### src/rtl/regfile_pkg.sv
// Shared definitions for the register-file operand fetch path.
package regfile_pkg;

  localparam int REG_IDX_W = 5;
  localparam logic [REG_IDX_W-1:0] REG_ZERO = 5'd0;

  // EMPTY: nothing presented. FETCH: operands come straight from the regfile
  // read ports. HOLD: operands come from the local hold registers (stalled).
  typedef enum logic [1:0] {
    EMPTY = 2'd0,
    FETCH = 2'd1,
    HOLD  = 2'd2
  } fetch_state_e;

endpackage

### src/rtl/operand_bypass.sv
// One operand lane: latched source index, same-edge bypass capture,
// hold register for stalls and the priority select onto the operand bus.
module operand_bypass
  import regfile_pkg::*;
#(
  parameter int XLEN = 32
) (
  input  logic                 clk,
  input  logic                 rst,
  input  logic                 accept,
  input  logic [REG_IDX_W-1:0] rs_idx,
  input  logic                 in_fetch,
  input  logic                 in_hold,
  input  logic                 capture_hold,
  input  logic                 wb_en,
  input  logic [REG_IDX_W-1:0] wb_addr,
  input  logic [XLEN-1:0]      wb_data,
  input  logic [XLEN-1:0]      rf_data,
  output logic [XLEN-1:0]      operand
);

  logic [REG_IDX_W-1:0] rs_reg;
  logic                 byp_reg;
  logic [XLEN-1:0]      byp_data_reg;
  logic [XLEN-1:0]      hold_reg;
  logic                 wb_hit_new;
  logic                 wb_hit_cur;

  // Write hitting the incoming request: the regfile returns the old value for
  // this one, so it must be captured locally at the accept edge.
  assign wb_hit_new = wb_en && (wb_addr == rs_idx) && (rs_idx != REG_ZERO);
  // Write hitting the presented request: forwarded combinationally.
  assign wb_hit_cur = wb_en && (wb_addr == rs_reg) && (rs_reg != REG_ZERO);

  // Operand priority: x0, in-flight write, then regfile/bypass or hold copy.
  always_comb begin
    operand = '0;
    if (rs_reg == REG_ZERO) begin
      operand = '0;
    end else if (wb_hit_cur) begin
      operand = wb_data;
    end else if (in_fetch) begin
      operand = byp_reg ? byp_data_reg : rf_data;
    end else begin
      operand = hold_reg;
    end
  end

  // Latch index/bypass on accept; keep the hold copy coherent while stalled.
  always_ff @(posedge clk) begin
    if (rst) begin
      rs_reg       <= REG_ZERO;
      byp_reg      <= 1'b0;
      byp_data_reg <= '0;
      hold_reg     <= '0;
    end else begin
      if (accept) begin
        rs_reg       <= rs_idx;
        byp_reg      <= wb_hit_new;
        byp_data_reg <= wb_hit_new ? wb_data : '0;
      end
      if (capture_hold) begin
        hold_reg <= operand;
      end else if (in_hold && wb_hit_cur) begin
        hold_reg <= wb_data;
      end
    end
  end

endmodule

### src/rtl/regfile_operand_fetch.sv
// Decode-stage operand fetch: issues regfile read addresses, merges pending
// writebacks and presents an operand pair to execute under valid/ready.
module regfile_operand_fetch
  import regfile_pkg::*;
#(
  parameter int XLEN  = 32,
  parameter int TAG_W = 32
) (
  input  logic                 clk,
  input  logic                 rst,
  input  logic                 in_valid,
  output logic                 in_ready,
  input  logic [REG_IDX_W-1:0] in_rs1,
  input  logic [REG_IDX_W-1:0] in_rs2,
  input  logic [TAG_W-1:0]     in_tag,
  output logic [REG_IDX_W-1:0] rf_read_addr1,
  output logic [REG_IDX_W-1:0] rf_read_addr2,
  input  logic [XLEN-1:0]      rf_read_data1,
  input  logic [XLEN-1:0]      rf_read_data2,
  input  logic                 wb_en,
  input  logic [REG_IDX_W-1:0] wb_addr,
  input  logic [XLEN-1:0]      wb_data,
  output logic                 out_valid,
  input  logic                 out_ready,
  output logic [XLEN-1:0]      out_rs1_data,
  output logic [XLEN-1:0]      out_rs2_data,
  output logic [TAG_W-1:0]     out_tag
);

  fetch_state_e         state_reg;
  fetch_state_e         state_next;
  logic [TAG_W-1:0]     tag_reg;
  logic                 accept;
  logic                 in_fetch;
  logic                 in_hold;
  logic                 capture_hold;

  logic [REG_IDX_W-1:0] rs_idx  [2];
  logic [XLEN-1:0]      rf_data [2];
  logic [XLEN-1:0]      operand [2];

  // Read addresses go straight to the regfile so data lands the cycle after accept.
  assign rf_read_addr1 = in_rs1;
  assign rf_read_addr2 = in_rs2;

  assign in_ready     = (state_reg == EMPTY) || out_ready;
  assign accept       = in_valid && in_ready;
  assign out_valid    = (state_reg != EMPTY);
  assign in_fetch     = (state_reg == FETCH);
  assign in_hold      = (state_reg == HOLD);
  assign capture_hold = in_fetch && !out_ready;
  assign out_tag      = tag_reg;

  assign rs_idx[0]    = in_rs1;
  assign rs_idx[1]    = in_rs2;
  assign rf_data[0]   = rf_read_data1;
  assign rf_data[1]   = rf_read_data2;
  assign out_rs1_data = operand[0];
  assign out_rs2_data = operand[1];

  // Next-state: FETCH whenever a new request lands, HOLD when the presented
  // pair is not taken, EMPTY when it drains with nothing behind it.
  always_comb begin
    state_next = state_reg;
    case (state_reg)
      EMPTY: begin
        if (accept) state_next = FETCH;
      end
      FETCH, HOLD: begin
        if (out_ready) state_next = accept ? FETCH : EMPTY;
        else           state_next = HOLD;
      end
      default: state_next = EMPTY;
    endcase
  end

  // State and payload registers.
  always_ff @(posedge clk) begin
    if (rst) begin
      state_reg <= EMPTY;
      tag_reg   <= '0;
    end else begin
      state_reg <= state_next;
      if (accept) tag_reg <= in_tag;
    end
  end

  genvar gi;
  generate
    for (gi = 0; gi < 2; gi++) begin : g_lane
      operand_bypass #(
        .XLEN(XLEN)
      ) u_lane (
        .clk          (clk),
        .rst          (rst),
        .accept       (accept),
        .rs_idx       (rs_idx[gi]),
        .in_fetch     (in_fetch),
        .in_hold      (in_hold),
        .capture_hold (capture_hold),
        .wb_en        (wb_en),
        .wb_addr      (wb_addr),
        .wb_data      (wb_data),
        .rf_data      (rf_data[gi]),
        .operand      (operand[gi])
      );
    end
  endgenerate

endmodule
### config.mk
export PLATFORM = sky130hd
export DESIGN_NAME = regfile_operand_fetch
export DESIGN_NICKNAME = d
export VERILOG_FILES = /design/src/rtl/regfile_pkg.sv /design/src/rtl/operand_bypass.sv /design/src/rtl/regfile_operand_fetch.sv
export SDC_FILE = /design/constraint.sdc
export NUM_CORES = 1
export LEC_CHECK = 0
export ABC_AREA = 1
export ABC_CLOCK_PERIOD_IN_PS = 4650
export CAP_MARGIN = 20
export CORE_UTILIZATION = 45
export CTS_CLUSTER_SIZE = 30
export DETAILED_ROUTE_END_ITERATION = 10
export HOLD_SLACK_MARGIN = 0.1
export PLACE_DENSITY_LB_ADDON = 0.25
export SKIP_LAST_GASP = 1
export SYNTH_ARGS = -nofsm -noshare
export SYNTH_HDL_FRONTEND = slang
export SYNTH_HIERARCHICAL = 1
export SYNTH_SLANG_ARGS = --single-unit
### constraint.sdc
create_clock -name clk -period 4.65 [get_ports clk]
set_input_delay 0.93 -clock clk [delete_from_list [all_inputs] [get_ports clk]]
set_output_delay 0.93 -clock clk [all_outputs]
set_load 0.01 [all_outputs]
==> run metrics, run 1 <==
outcome complete, no violations; TritonCTS clock tree built; Data required, critical path between 3 and 4 ns; crit path DAT between 3 and 4 ns; cell-internal power approximately 3700 uW; Power Dens Cells ~440 mW/mm^2; Worst R2R Path Depth 13; commonest cells after routing, fill and taps aside 361 x nand2_1, 254 x clkdlybuf4s50_1, 228 x nor2_1; slew at the pin with the worst max-slew slack a little under 1 ns; ant diodes 0; Crit Path Max Fanout 43; gpl congestion around 0.87; DRT Pass-1 Iters 5; switching part of the total 39.6%; fin crit share a little over 90%; dpl hpwl 24000 microns; synthesis-stage register bit count around 170; # clock sinks about 170; ys async rst share 0%; cts hold-fix bufs 0; core area about 0.023 sq mm; DR WL/cell approximately 17 microns; max_cap viols 0; CP Launch Type input port; Critical Path End out_rs1_data[18]; Setup CP Type in -> out; die area between 0.02 and 0.025 sq mm; R2R Path End g_lane[1].u_lane/hold_reg[10]; port bufs roughly 260; Lkg Pwr 0.00592 uW; setup TNS 0 ns; commonest non-fill, non-tap cell in the layout nand2_1; clk buf depth 2; largest net degree at the start of global routing between 60 and 70; Synth area leader dfxtp_1; worst skew pair latency roughly 0.44 ns; Rel. slew slack 35.0%; EDFF count, synth 0; flop-to-flop setup slack between 1.5 and 2 ns; first-iteration detailed-routing DRC count 995; initial antenna violation count 0; Total Routed Length between 30000 and 40000 microns; Synth area leaders dfxtp_1 33%, nand2_1 13%, nand3_1 10%, nor2_1 8.1%, a21oi_1 6.8%; mapped cell area between 0.01 and 0.015 sq mm; combinational share of power 46.2%; syn nets 1848; RSZ-0062 raised after global routing no; Final min period around 4.3 ns; main flop type after synthesis dfxtp_1; layout cells sized above 1 6.85%; Worst Hold Class reg -> reg; H-tree levels 4; Initial Util 46.6%; Layout Nets a little over 2000; chip height around 160 microns; IO Count 256; number of global-route vias before repair roughly 11000; Fin. Hold Viols 0; Area Overhead vs Synth 29.4%; Post-Syn Area per Cell between 6 and 7 sq um; clock slew at reported path FFs 0.08 ns; clock power share between 20% and 30%; register area share after synthesis approximately a third; fmax between 200 and 250 MHz; vias per std cell about 5.5; CP Capture Type primary output; Final setup viols 0; Seq pwr share between 20% and 30%; # resized after CTS 0; Yosys Warn Count 6; first-pass GRT wire length between 50000 and 60000 microns; maximum vdd drop 0.281 mV; GR Overflow Total 0; Final Slew Violations 0; DR vias around 12000; Fin Clk Skew around 0.014 ns; Die Wd between 150 and 200 microns; synthesized instance count about 1700; switching pwr 2400 uW; CTS buffer count 17; Tot GR Track Use between 20 and 30%; Reg-to-Reg Start state_reg[1]; Post-DRT Antenna Nets 0; Util after Layout around 60%; Synth top area share roughly a third; Root Driver clkbuf_16; DRC Markers 0; Setup Buffers After CTS 0; synth unique cells 39; num rows 55; launch point of the worst path wb_addr[4]
==> final cells by class <==
class	instances	area [sq um]
Clock inverter	14	188
Sequential cell	174	3480
Multi-Input combinational cell	1229	5920
Inverter	167	627
Clock buffer	18	439
Tap cell	313	392
Timing Repair Buffer	282	2760
Fill cell	2226	9100
==> cells by family after synthesis <==
| logic type | after synthesis | synth area share (%) |
|---|---|---|
| buffers and inverters | 292 | 12.1 |
| xor gates and xnor gates | 2 | 0.164 |
| DFF | 174 | 32.6 |
| adders and majority gates | 5 | 0.586 |
| AOI/OAI and AO/OA | 307 | 15.4 |
| and+or+nand+nor | 911 | 38.7 |
| muxes | 4 | 0.375 |
==> worst max-delay path, stage by stage <==
cell             delay (ns)
clkdlybuf4s50_1        0.76
inv_2                  0.09
nand2_1                0.08
nand2_1                0.06
nand2_2                0.11
nor2_8                 0.04
nand2_4                0.41
nand2_1                0.12
o21ai_1                0.17
clkdlybuf4s50_1        0.59
==> layer usage <==
metal / share of wire, % / wire, microns / global-route usage, %
met1: 40 / 14700 / 36.6
met2: 48 / 17600 / 50.1
met4: 3.0 / 1080 / 12.0
met5: 0 / 0 / 0
met3: 8.5 / 3080 / 5.61
==> worst min-delay path by stage <==
stage / from / endpoint / slack [ns] / cells after the start
finish: g_lane[1].u_lane/byp_data_reg[23] / g_lane[1].u_lane/byp_data_reg[23] / 0.47 / 2
global route: g_lane[0].u_lane/byp_data_reg[24] / g_lane[0].u_lane/byp_data_reg[24] / 0.48 / 2
CTS: g_lane[1].u_lane/byp_data_reg[10] / g_lane[1].u_lane/byp_data_reg[10] / 0.47 / 2
detailed placement: g_lane[1].u_lane/byp_data_reg[10] / g_lane[1].u_lane/byp_data_reg[10] / 0.46 / 2
global placement: g_lane[1].u_lane/byp_data_reg[8] / g_lane[1].u_lane/byp_data_reg[8] / 0.45 / 2
floorplan: g_lane[0].u_lane/byp_data_reg[22] / g_lane[0].u_lane/byp_data_reg[22] / 0.44 / 2
==> power by group through the flow <==
stage | clock, uW | sequential (uW) | combinational (uW)
after CTS | 1550 | 1730 | 2780
after detailed placement | 0 | 1760 | 2770
final | 1530 | 1730 | 2800
after floorplan | 0 | 1770 | 1660
after global routing | 1630 | 1750 | 3060
after global placement | 0 | 1760 | 2740
==> stage by stage <==
stage / hold slack [ns] / power [uW] / instances / instance area, sq um / worst slack [ns]
6_report: 0.466 / 6060 / 2197 / 13800 / 0.332
5_1_grt: 0.477 / 6440 / 2197 / 13800 / 0.168
4_1_cts: 0.465 / 6060 / 2197 / 13800 / 0.363
3_5_place_dp: 0.455 / 4530 / 2165 / 13200 / 0.358
3_3_place_gp: 0.452 / 4500 / 2165 / 13200 / 0.414
2_1_floorplan: 0.444 / 3430 / 1695 / 10700 / 1.85
==> Yosys cell counts, types with 4 or more instances <==
| master | number |
|---|---|
| a21oi_1 | 146 |
| a22oi_1 | 8 |
| and3_1 | 26 |
| buf_1 | 5 |
| buf_2 | 32 |
| buf_4 | 16 |
| buf_6 | 13 |
| clkbuf_1 | 58 |
| clkinv_1 | 4 |
| dfxtp_1 | 174 |
| ha_1 | 5 |
| inv_1 | 144 |
| inv_2 | 19 |
| mux2i_1 | 4 |
| nand2_1 | 361 |
| nand2_2 | 4 |
| nand2_4 | 4 |
| nand3_1 | 218 |
| nand3b_1 | 8 |
| nand4_1 | 28 |
| nor2_1 | 229 |
| nor2_4 | 4 |
| nor2_8 | 4 |
| o211ai_1 | 6 |
| o21a_1 | 12 |
| o21ai_0 | 98 |
| o21ai_1 | 22 |
| o21ai_2 | 6 |
| o22ai_1 | 6 |
| or2_2 | 15 |
No activity file was read; power rests on OpenSTA's default activity.
==> run 2, diff against run 1 <==
--- a/config.mk
+++ b/config.mk
@@ -8,7 +8,8 @@
 export ABC_AREA = 1
 export ABC_CLOCK_PERIOD_IN_PS = 4650
 export CAP_MARGIN = 20
-export CORE_UTILIZATION = 45
+export CORE_MARGIN = 5
+export CORE_UTILIZATION = 25
 export CTS_CLUSTER_SIZE = 30
 export DETAILED_ROUTE_END_ITERATION = 10
 export HOLD_SLACK_MARGIN = 0.1
==> run metrics, run 2 (same netlist as run 1, synthesis figures left out) <==
min-delay src g_lane[1].u_lane/byp_data_reg[14]; CP Capture Type primary output; die area 0.0469 sq mm (+93%); Area Overhead vs Synth 32.3%; DR WL/cell 18.3 microns (+10%); initial antenna violation count 0 (unchanged); Reg-to-Reg Start state_reg[1]; CTS buffer count 17 (unchanged); TritonCTS clock tree built; DRT Pass-1 Iters 5 (unchanged); Die Wd 217 microns (+39%); cts hold-fix bufs 0 (unchanged); critical-path cell list clkdlybuf4s50_1 > inv_2 > nand2_1 > nand2_1 > nand2_2 > nor2_8 > nand2_4 > o21ai_1 > nor2_1 > clkdlybuf4s50_1; Worst Hold Class reg -> reg; Data required, critical path 3.72 ns (about the same); cell-internal power 3640 uW (-0.56%); Fin. Hold Viols 0 (unchanged); worst skew pair latency 0.45 ns (about the same); Area after DPL 0.0135 sq mm (+2.7%); clk buf depth 2 (unchanged); IO Count 256 (unchanged); chip height 217 microns (+39%); Root Driver clkbuf_16; H-tree levels 4 (unchanged); RSZ-0062 raised after global routing no; CP Launch Type input port; num rows 75 (+36%); Setup CP Type in -> out; commonest cells after routing, fill and taps aside 361 x nand2_1, 254 x clkdlybuf4s50_1, 228 x nor2_1; slew at the pin with the worst max-slew slack 1.03 ns (+0.0587 ns); Tot Pwr 6090 uW (+0.48%); Power Dens Cells 432 mW/mm^2 (-1.7%); R2R Path End g_lane[1].u_lane/hold_reg[24]; max_cap viols 0 (unchanged); hold depth 2 (unchanged); setup TNS 0 ns (unchanged); gpl congestion 0.842 (-2.7%); port bufs 255 (unchanged); Worst R2R Path Depth 11 (-2); maximum vdd drop 0.242 mV (-14%); Crit Path Max Fanout 43 (unchanged); Hold EP g_lane[1].u_lane/byp_data_reg[14]; Total Routed Length 44500 microns (+22%); Fin Clk Skew 0.0178 ns (+0.00368 ns); switching part of the total 40.2% (+0.63 points); ant diodes 0 (unchanged); fmax 229 MHz (-1.1%); Slowest-stage cell, CP clkdlybuf4s50_1; final std cells w/o fill 2432 (+11%); Initial Util 25.3% (-21 points); GR Overflow Total 0 (unchanged); outcome complete, no violations; flop-to-flop setup slack 1.87 ns (-0.09 ns); critical path's largest stage delay 0.73 ns (-0.03 ns); # resized after CTS 0 (unchanged); dpl hpwl 31400 microns (+31%); number of global-route vias before repair 11800 (+7.8%); vias per std cell 4.94 (-9.8%); Final Slew Violations 0 (unchanged); clock slew at reported path FFs 0.06 ns (-0.02 ns); Placed Instances 2401 (+11%); Final min period 4.37 ns (+0.0480 ns); clock power share 24.3% (-1.0 points); Setup Buffers After CTS 0 (unchanged); post-route design area 0.0141 sq mm (+2.2%); Rel. slew slack 31.3% (-3.7 points); DRC Markers 0 (unchanged); commonest non-fill, non-tap cell in the layout nand2_1; DR vias 12007 (-0.13%); first-pass GRT wire length 67900 microns (+20%); first-iteration detailed-routing DRC count 891 (-10%); fin crit share 93.9% (+1.0 points); Lkg Pwr 0.00593 uW (+0.22%); Seq pwr share 28.4% (about the same); layout cells sized above 1 7.24% (+0.39 points); Post-DRT Antenna Nets 0 (unchanged); Final setup viols 0 (unchanged); core area 0.0421 sq mm (+84%); switching pwr 2450 uW (+2.1%); Layout Nets 2034 (+0.49%); crit path DAT 3.44 ns (+0.05 ns); combinational share of power 47.2% (+1.0 points); largest net degree at the start of global routing 77 (+18%); Tot GR Track Use 18.3% (-11 points); # clock sinks 174 (unchanged)
==> run 2: area by class of cell <==
| type | count | area, sq um |
|---|---|---|
| clock buffers | 19 | 443 |
| clock inverters | 12 | 134 |
| fillers | 4579 | 28000 |
| inverters | 167 | 627 |
| multi-input cells | 1229 | 5920 |
| flip-flops and latches | 174 | 3480 |
| well taps | 539 | 674 |
| repair buffers | 292 | 2840 |
==> run 2: metrics by stage <==
stage          hold slack, ns  utilization, %  setup slack [ns]
2_1_floorplan           0.444               -              1.85
3_3_place_gp            0.451            32.1             0.339
3_5_place_dp            0.456            32.1             0.298
4_1_cts                 0.466            33.5             0.296
5_1_grt                 0.480            33.5             0.119
6_report                0.465            33.5             0.283
==> run 2: worst max-delay path by stage <==
stage          startpoint  slack (ns)               end
6_report       wb_addr[4]        0.28  out_rs1_data[27]
4_1_cts        wb_addr[4]        0.30  out_rs1_data[27]
2_1_floorplan       wb_en        1.85  out_rs1_data[14]
3_5_place_dp   wb_addr[4]        0.30  out_rs1_data[27]
5_1_grt        wb_addr[4]        0.12  out_rs1_data[27]
3_3_place_gp   wb_addr[4]        0.34  out_rs1_data[27]
==> run 2: power groups by stage <==
| stage | sequential, uW | combinational (uW) | clock [uW] |
|---|---|---|---|
| floorplan | 1770 | 1660 | 0 |
| global placement | 1760 | 2880 | 0 |
| detailed placement | 1770 | 2900 | 0 |
| CTS | 1730 | 2910 | 1530 |
| global route | 1750 | 3170 | 1580 |
| finish | 1730 | 2880 | 1480 |
==> run 2: per-layer routing <==
| layer | up-vias | wire [microns] | GRT usage, % | share of wire (%) |
|---|---|---|---|---|
| met2 | 398 | 21600 | 31.8 | 49 |
| met3 | 65 | 2640 | 3.98 | 5.9 |
| met1 | 5664 | 18700 | 22.1 | 42 |
| met5 | - | 0 | 0 | 0 |
| li1 | 5880 | - | - | - |
| met4 | 0 | 1580 | 7.23 | 3.6 |
==> run 2: worst max-delay path: cells and delay by family <==
family	cells	cell delay (ns)
AND/OR/NAND/NOR	6	0.97
buffers and inverters	3	1.42
AO/OA/AOI/OAI	1	0.10
